**src/rtl/pc_fetch_unit.sv**
```systemverilog
// pc_fetch_unit: instruction-fetch stage. Owns the PC, issues word fetches
// over a request/ready handshake, buffers one completed word while the
// pipeline is held, and loads the IF/ID register. Taken branches come back
// as Redirect/RedirectPc and override both stalls and normal completion.
module pc_fetch_unit #(
  parameter logic [31:0] RESET_PC = 32'h0000_0000
) (
  input  logic        Clk,
  input  logic        RstN,
  input  logic        Stall,
  input  logic        Redirect,
  input  logic [31:0] RedirectPc,
  output logic        ImemReq,
  output logic [31:0] ImemAddr,
  input  logic        ImemReady,
  input  logic [31:0] ImemRdata,
  output logic        IfIdValid,
  output logic [31:0] IfIdPc,
  output logic [31:0] IfIdInstr,
  output logic [31:0] PcP4
);

  // IDLE: nothing outstanding; BUSY: response wanted; DROP: response discarded
  typedef enum logic [1:0] {
    ST_IDLE = 2'd0,
    ST_BUSY = 2'd1,
    ST_DROP = 2'd2
  } state_e;

  state_e      state_q, state_d;
  logic        imem_req_q, imem_req_d;
  logic [31:0] pc_q, pc_d;
  logic [31:0] req_addr_q, req_addr_d;
  logic        hold_valid_q, hold_valid_d;
  logic [31:0] hold_pc_q, hold_pc_d;
  logic [31:0] hold_instr_q, hold_instr_d;
  logic        ifid_valid_q, ifid_valid_d;
  logic [31:0] ifid_pc_q, ifid_pc_d;
  logic [31:0] ifid_instr_q, ifid_instr_d;
  logic [31:0] redirect_tgt_s;

  // Next sequential word address; wraps mod 2^32.
  function automatic logic [31:0] word_inc(input logic [31:0] addr);
    return addr + 32'd4;
  endfunction

  // Branch targets are always word aligned; the low two bits are dropped.
  assign redirect_tgt_s = RedirectPc & 32'hFFFF_FFFC;

  // Next-state logic for the fetch FSM, PC, hold buffer and IF/ID register.
  always_comb begin
    state_d      = state_q;
    pc_d         = pc_q;
    req_addr_d   = req_addr_q;
    hold_valid_d = hold_valid_q;
    hold_pc_d    = hold_pc_q;
    hold_instr_d = hold_instr_q;
    ifid_valid_d = ifid_valid_q;
    ifid_pc_d    = ifid_pc_q;
    ifid_instr_d = ifid_instr_q;

    if (Redirect) begin
      // Wrong-path work is squashed wherever it sits.
      ifid_valid_d = 1'b0;
      hold_valid_d = 1'b0;
      pc_d         = redirect_tgt_s;
      case (state_q)
        ST_BUSY, ST_DROP: begin
          if (ImemReady) begin
            if (!Stall) begin
              req_addr_d = redirect_tgt_s;
              state_d    = ST_BUSY;
            end else begin
              state_d = ST_IDLE;
            end
          end else begin
            // Address must stay put until the memory answers; mark it stale.
            state_d = ST_DROP;
          end
        end
        default: begin
          state_d = ST_IDLE;
        end
      endcase
    end else begin
      // Without a load this cycle, an unstalled IF/ID becomes a bubble.
      ifid_valid_d = Stall ? ifid_valid_q : 1'b0;
      case (state_q)
        ST_IDLE: begin
          if (!Stall) begin
            if (hold_valid_q) begin
              ifid_valid_d = 1'b1;
              ifid_pc_d    = hold_pc_q;
              ifid_instr_d = hold_instr_q;
              hold_valid_d = 1'b0;
            end else begin
              hold_valid_d = 1'b0;
            end
            req_addr_d = pc_q;
            state_d    = ST_BUSY;
          end else begin
            state_d = ST_IDLE;
          end
        end
        ST_BUSY: begin
          if (ImemReady) begin
            pc_d = word_inc(req_addr_q);
            if (!Stall) begin
              ifid_valid_d = 1'b1;
              ifid_pc_d    = req_addr_q;
              ifid_instr_d = ImemRdata;
              req_addr_d   = word_inc(req_addr_q);
              state_d      = ST_BUSY;
            end else begin
              // Park the word; it is delivered when the stall releases.
              hold_valid_d = 1'b1;
              hold_pc_d    = req_addr_q;
              hold_instr_d = ImemRdata;
              state_d      = ST_IDLE;
            end
          end else begin
            state_d = ST_BUSY;
          end
        end
        ST_DROP: begin
          if (ImemReady) begin
            if (!Stall) begin
              req_addr_d = pc_q;
              state_d    = ST_BUSY;
            end else begin
              state_d = ST_IDLE;
            end
          end else begin
            state_d = ST_DROP;
          end
        end
        default: begin
          state_d = ST_IDLE;
        end
      endcase
    end

    imem_req_d = (state_d != ST_IDLE);
  end

  // State register with synchronous active-low reset; outputs come from flops.
  always_ff @(posedge Clk) begin
    if (!RstN) begin
      state_q      <= ST_IDLE;
      imem_req_q   <= 1'b0;
      pc_q         <= RESET_PC;
      req_addr_q   <= RESET_PC;
      hold_valid_q <= 1'b0;
      hold_pc_q    <= 32'h0000_0000;
      hold_instr_q <= 32'h0000_0000;
      ifid_valid_q <= 1'b0;
      ifid_pc_q    <= 32'h0000_0000;
      ifid_instr_q <= 32'h0000_0000;
    end else begin
      state_q      <= state_d;
      imem_req_q   <= imem_req_d;
      pc_q         <= pc_d;
      req_addr_q   <= req_addr_d;
      hold_valid_q <= hold_valid_d;
      hold_pc_q    <= hold_pc_d;
      hold_instr_q <= hold_instr_d;
      ifid_valid_q <= ifid_valid_d;
      ifid_pc_q    <= ifid_pc_d;
      ifid_instr_q <= ifid_instr_d;
    end
  end

  assign ImemReq   = imem_req_q;
  assign ImemAddr  = req_addr_q;
  assign IfIdValid = ifid_valid_q;
  assign IfIdPc    = ifid_pc_q;
  assign IfIdInstr = ifid_instr_q;
  assign PcP4      = word_inc(ifid_pc_q);

endmodule

```
**config.mk**
```make
export PLATFORM = sky130hd
export DESIGN_NAME = pc_fetch_unit
export DESIGN_NICKNAME = d
export VERILOG_FILES = /design/src/rtl/pc_fetch_unit.sv
export SDC_FILE = /design/constraint.sdc
export NUM_CORES = 1
export LEC_CHECK = 0
export ABC_AREA = 0
export CORE_ASPECT_RATIO = 1.25
export CORE_UTILIZATION = 47
export CTS_CLUSTER_SIZE = 30
export DETAILED_ROUTE_END_ITERATION = 10
export PLACE_DENSITY_LB_ADDON = 0.2
export SLEW_MARGIN = 10
export SYNTH_ARGS = -nofsm -noshare
export SYNTH_HDL_FRONTEND = slang
export SYNTH_SLANG_ARGS = --single-unit
```
**constraint.sdc**
```tcl
create_clock -name Clk -period 2.2 [get_ports Clk]
set_input_delay 0.33 -clock Clk [delete_from_list [all_inputs] [get_ports Clk]]
set_output_delay 0.33 -clock Clk [all_outputs]
set_load 0.02 [all_outputs]
```
==> impl_metrics.yaml, run 1 <==
status:
  result_of_the_run: "finished with violations"
  failed_checks: "negative setup slack"
cells_and_area:
  layout-drive-gt1-share: 0.165
  fillerInstances: 1761
  finish.net_count: 1470
  antenna_cells_inserted: 0
  area_growth_syn_to_layout_pct: 37.2
worst_setup_path:
  critPathMaxFanout: 4
  cp_cell_sequence: "ha_4 -> nand3_1 -> or4_4 -> nor3_4 -> buf_12 -> nand4_1 -> xnor2_2 -> buf_4"
  critPathKind: "reg -> out"
  critPathMaxStageDelay_ps: 460
  critPathLaunchType: "flop"
  critical_path.reg2reg.endpoint: "ImemAddr[12]$_SDFFE_PN0P_"
  critical_path_arrival_ps: 2270
  worstSetupEndpointType: "output pin"
  worst_r2r_path_depth: 9
  number_of_buffers_and_inverters_on_the_critical_path: 2
  r2r_slack_ps: 140
  crit-reg2reg-launch: "state_q[1]$_SDFF_PN0_"
  critPathSlowestCell: "sky130_fd_sc_hd__or4_4"
  critical-path-top-delay-family: "simple AND/OR/NAND/NOR gates"
  worst-endpoint-required_ps: 1870
grt:
  wire_length_of_the_first_global_routing_pass_mm: 45.1
  global_route.usage.total: 0.259
  global_route.overflow_total: 0
  first_global_vias: 8993
  initial_antenna_violation_count: 0
  maximum_number_of_pins_on_one_net_before_global_route_repair: 73
logic_synthesis:
  postSynth.asyncResetShare: 0
  synth_flop_cell: "sky130_fd_sc_hd__dfxtp_1"
  seq_area_frac_synth: 0.400
  synth_enable_flop_cells: 0
  synth.distinct_cells: 63
  post-synth-top-area-cell: "sky130_fd_sc_hd__dfxtp_1"
  syn-instance-count: 1168
  synthDominantCellAreaShare: 0.400
  mappedNetlistNets: 1243
  yosys_register_bits: 197
  post_syn_area_um2: 9870
  syn-mean-instance-area_um2: 8.45
  synthesis.yosys.warnings: 0
  synth.top_cells.by_area: "sky130_fd_sc_hd__dfxtp_1 (40%), sky130_fd_sc_hd__nand2_1 (9.9%), sky130_fd_sc_hd__mux2i_1 (6.5%), sky130_fd_sc_hd__o211a_1 (5.8%), sky130_fd_sc_hd__a21boi_0 (5.2%)"
power_and_ir_drop:
  leakagePower_nw: 5.59
  logic_pwr_share: 0.156
  peak_supply_drop_uv: 556
  fin_total_pwr_w: 0.00805
  sw_frac_of_total: 0.267
  power_report.internal_total_w: 0.00590
  p_per_area_nw_per_um2: 594
  net_switching_w: 0.00215
  clockPowerShare: 0.379
  share_seq_of_total_power: 0.465
routing:
  postRouteAntennaNets: 0
  routed_via_count: 9386
  drc: 0
  drt_wl_total_mm: 27.9
  drt_iter0_markers: 682
  viasPerCell: 5.59
  routedWlPerCell_um: 16.6
  drt-pass1-iter-count: 5
cts:
  clk_transition_reported_paths_ps: 70
  cts_max_path_buffers: 2
  cts_hold_buffers: 0
  insertion_delay_of_the_later_clocked_pin_in_the_worst_skew_pair_ps: 430
  cts_buffer_count: 17
  clock_tree.root_cell: "sky130_fd_sc_hd__clkbuf_16"
  sinks_on_the_clock_net: 197
  htree_levels: 4
  tritoncts: "done"
die:
  die_area_um2: 21600
  num_io_pins: 199
  die_x_um: 132
  starting_density_of_the_core: 0.486
  die_height_um: 164
  core_area_um2: 20300
  num_rows: 58
hold_path:
  holdPathEnd: "pc_q[17]$_SDFFE_PN0P_"
  holdCritPathClass: "in -> reg"
  hold_path_startpoint: "RstN"
  hold_path_depth: 3
timing:
  max_freq_mhz: 385
  period_needed_ps: 2600
  slew_violations: 0
  maxSlewHeadroom: 0.660
  hold_viol: 0
  post_route_worst_setup_slack_ps: -397
  setup_violations: 18
  rsz0062_at_grt: "yes"
  max_slew.worst_pin.slew_ps: 509
  final_min_period_over_clock_period: 1.18
  finClkSkew_ps: 10.4
  totalNegativeSetupSlack_ps: -4220
flow_run:
  max_cap_viol_count: 0
placement:
  port_buffers: 196
  post-dp-hpwl_mm: 19.4
  routabilityCongestion: 0.891
## layout make-up
cell class,count,area [um^2],share of cell area
Clock buffer,21,450,0.0333
Tap cell,270,338,0.0250
Inverter,11,41.3,0.00305
Multi-Input combinational cell,853,5690,0.420
Timing Repair Buffer,315,2920,0.215
Clock inverter,11,116,0.00859
Sequential cell,197,3990,0.294
## layout by cell type (no fill, tap or decap), types with 8 or more instances in the layout
cell type	n
sky130_fd_sc_hd__xnor2_1	21
sky130_fd_sc_hd__a22oi_1	18
sky130_fd_sc_hd__clkbuf_16	17
sky130_fd_sc_hd__buf_4	123
sky130_fd_sc_hd__o31a_1	10
sky130_fd_sc_hd__o21ai_0	37
sky130_fd_sc_hd__dfxtp_4	8
sky130_fd_sc_hd__o211a_1	57
sky130_fd_sc_hd__a21boi_0	69
sky130_fd_sc_hd__a22o_1	23
sky130_fd_sc_hd__nor2b_1	8
sky130_fd_sc_hd__buf_6	9
sky130_fd_sc_hd__nor2_1	36
sky130_fd_sc_hd__nor3_1	9
sky130_fd_sc_hd__mux2i_1	64
sky130_fd_sc_hd__clkdlybuf4s50_1	167
sky130_fd_sc_hd__a211oi_1	11
sky130_fd_sc_hd__nand4_1	21
sky130_fd_sc_hd__xor2_1	19
sky130_fd_sc_hd__dfxtp_1	180
sky130_fd_sc_hd__and3_1	11
sky130_fd_sc_hd__a21oi_1	28
sky130_fd_sc_hd__nand3_1	25
sky130_fd_sc_hd__inv_1	11
sky130_fd_sc_hd__nand2_1	257
sky130_fd_sc_hd__buf_12	8
sky130_fd_sc_hd__dfxtp_2	9
sky130_fd_sc_hd__o22ai_1	12
## power groups by stage
stage	sequential, W	combinational, W	clock [W]
floorplan	0.00392	0.000568	0
global placement	0.00382	0.00124	0
detailed placement	0.00382	0.00125	0
CTS	0.00374	0.00125	0.00311
global route	0.00376	0.00135	0.00324
finish	0.00374	0.00125	0.00305
## cells by family (layout without fill, tap and decap cells)
family,after synthesis,after routing,share of synthesized area
muxes,65,65,0.0661
and+or+nand+nor,420,420,0.192
xor gates and xnor gates,51,51,0.0453
adders and majority gates,6,6,0.00761
AOI/OAI and AO/OA,311,311,0.242
buffers and inverters,118,358,0.0472
DFF,197,197,0.400
## flip-flops by register name, summed over array words and instances, names as in the netlist
signal and count:
IfIdInstr 32, ImemReq 1, IfIdValid 1, hold_pc_q 32, IfIdPc 32, state_q 2
ImemAddr 32, hold_valid_q 1, hold_instr_q 32, pc_q 32
## tightest hold or removal path: cells and delay by family
kind	cells	cell delay, ps
AOI/OAI and AO/OA	1	60
buffers and inverters	1	260
and+or+nand+nor	1	100
## synth_stat cells, types with 4 or more instances
master and n:
sky130_fd_sc_hd__a22o_1 23, sky130_fd_sc_hd__nand2b_1 6, sky130_fd_sc_hd__a211oi_1 11, sky130_fd_sc_hd__buf_2 10
sky130_fd_sc_hd__a21oi_1 29, sky130_fd_sc_hd__nand3_1 27, sky130_fd_sc_hd__nor2b_1 8, sky130_fd_sc_hd__a32o_1 6
sky130_fd_sc_hd__o31a_1 10, sky130_fd_sc_hd__nand2_1 260, sky130_fd_sc_hd__dfxtp_1 197, sky130_fd_sc_hd__o211a_1 57
sky130_fd_sc_hd__ha_1 6, sky130_fd_sc_hd__o21ai_0 37, sky130_fd_sc_hd__a22oi_1 18, sky130_fd_sc_hd__nor3_1 11
sky130_fd_sc_hd__a21boi_0 69, sky130_fd_sc_hd__o22ai_1 12, sky130_fd_sc_hd__nor2_1 44, sky130_fd_sc_hd__a222oi_1 5
sky130_fd_sc_hd__buf_1 7, sky130_fd_sc_hd__xor2_1 23, sky130_fd_sc_hd__xnor2_1 28, sky130_fd_sc_hd__inv_1 11
sky130_fd_sc_hd__and3_1 12, sky130_fd_sc_hd__o21a_1 4, sky130_fd_sc_hd__and2_1 7, sky130_fd_sc_hd__mux2i_1 64
sky130_fd_sc_hd__o31ai_1 6, sky130_fd_sc_hd__a221oi_1 4, sky130_fd_sc_hd__clkbuf_1 86, sky130_fd_sc_hd__nand4_1 21
## layer usage
layer  vias up  part of all wire  wire length [um]  global-route usage
li1       4605                 -                 -                   -
met1      4447              0.43             12000               0.309
met2       286              0.48             13400               0.450
met3        48             0.061              1700              0.0568
met4         0             0.028               788               0.107
met5         -                 0                 0                   0
## stage by stage
| stage | utilization | hold slack [ps] | setup slack [ps] | instance area, um^2 | instances |
|---|---|---|---|---|---|
| after floorplan | - | 436 | -3.73 | 10000 | 1168 |
| after global placement | 0.633 | 443 | -497 | 12900 | 1642 |
| after detailed placement | 0.633 | 453 | -540 | 12900 | 1642 |
| after CTS | 0.663 | 361 | -419 | 13500 | 1678 |
| after global routing | 0.666 | 395 | -504 | 13500 | 1678 |
| final | 0.666 | 379 | -397 | 13500 | 1678 |
## repair_timing
action                                  in CTS  in global routing
cloned                                       0                  0
endpoints found under the setup margin      27                 29
buffers inserted                             4                  3
gates resized for setup                    128                 24
pin swaps                                    5                 15
## how the worst max path moves through the flow
stage / endpoint / from / slack [ps] / cells past startpoint
finish: PcP4[30] / IfIdPc[2]$_SDFFE_PN0P_ / -400 / 8
detailed placement: PcP4[30] / IfIdPc[11]$_SDFFE_PN0P_ / -540 / 7
CTS: PcP4[30] / IfIdPc[2]$_SDFFE_PN0P_ / -420 / 8
floorplan: PcP4[30] / IfIdPc[4]$_SDFFE_PN0P_ / -4 / 6
global route: PcP4[27] / IfIdPc[2]$_SDFFE_PN0P_ / -500 / 9
global placement: PcP4[30] / IfIdPc[12]$_SDFFE_PN0P_ / -500 / 7
Note: power is estimated with default switching activity, not from simulation.
==> inputs of run 2 (changes only) <==
Settings changed: HOLD_SLACK_MARGIN set to 0.02.
==> results of run 2 <==
No change in the layout: final DEF, timing and power equal those of run 1.
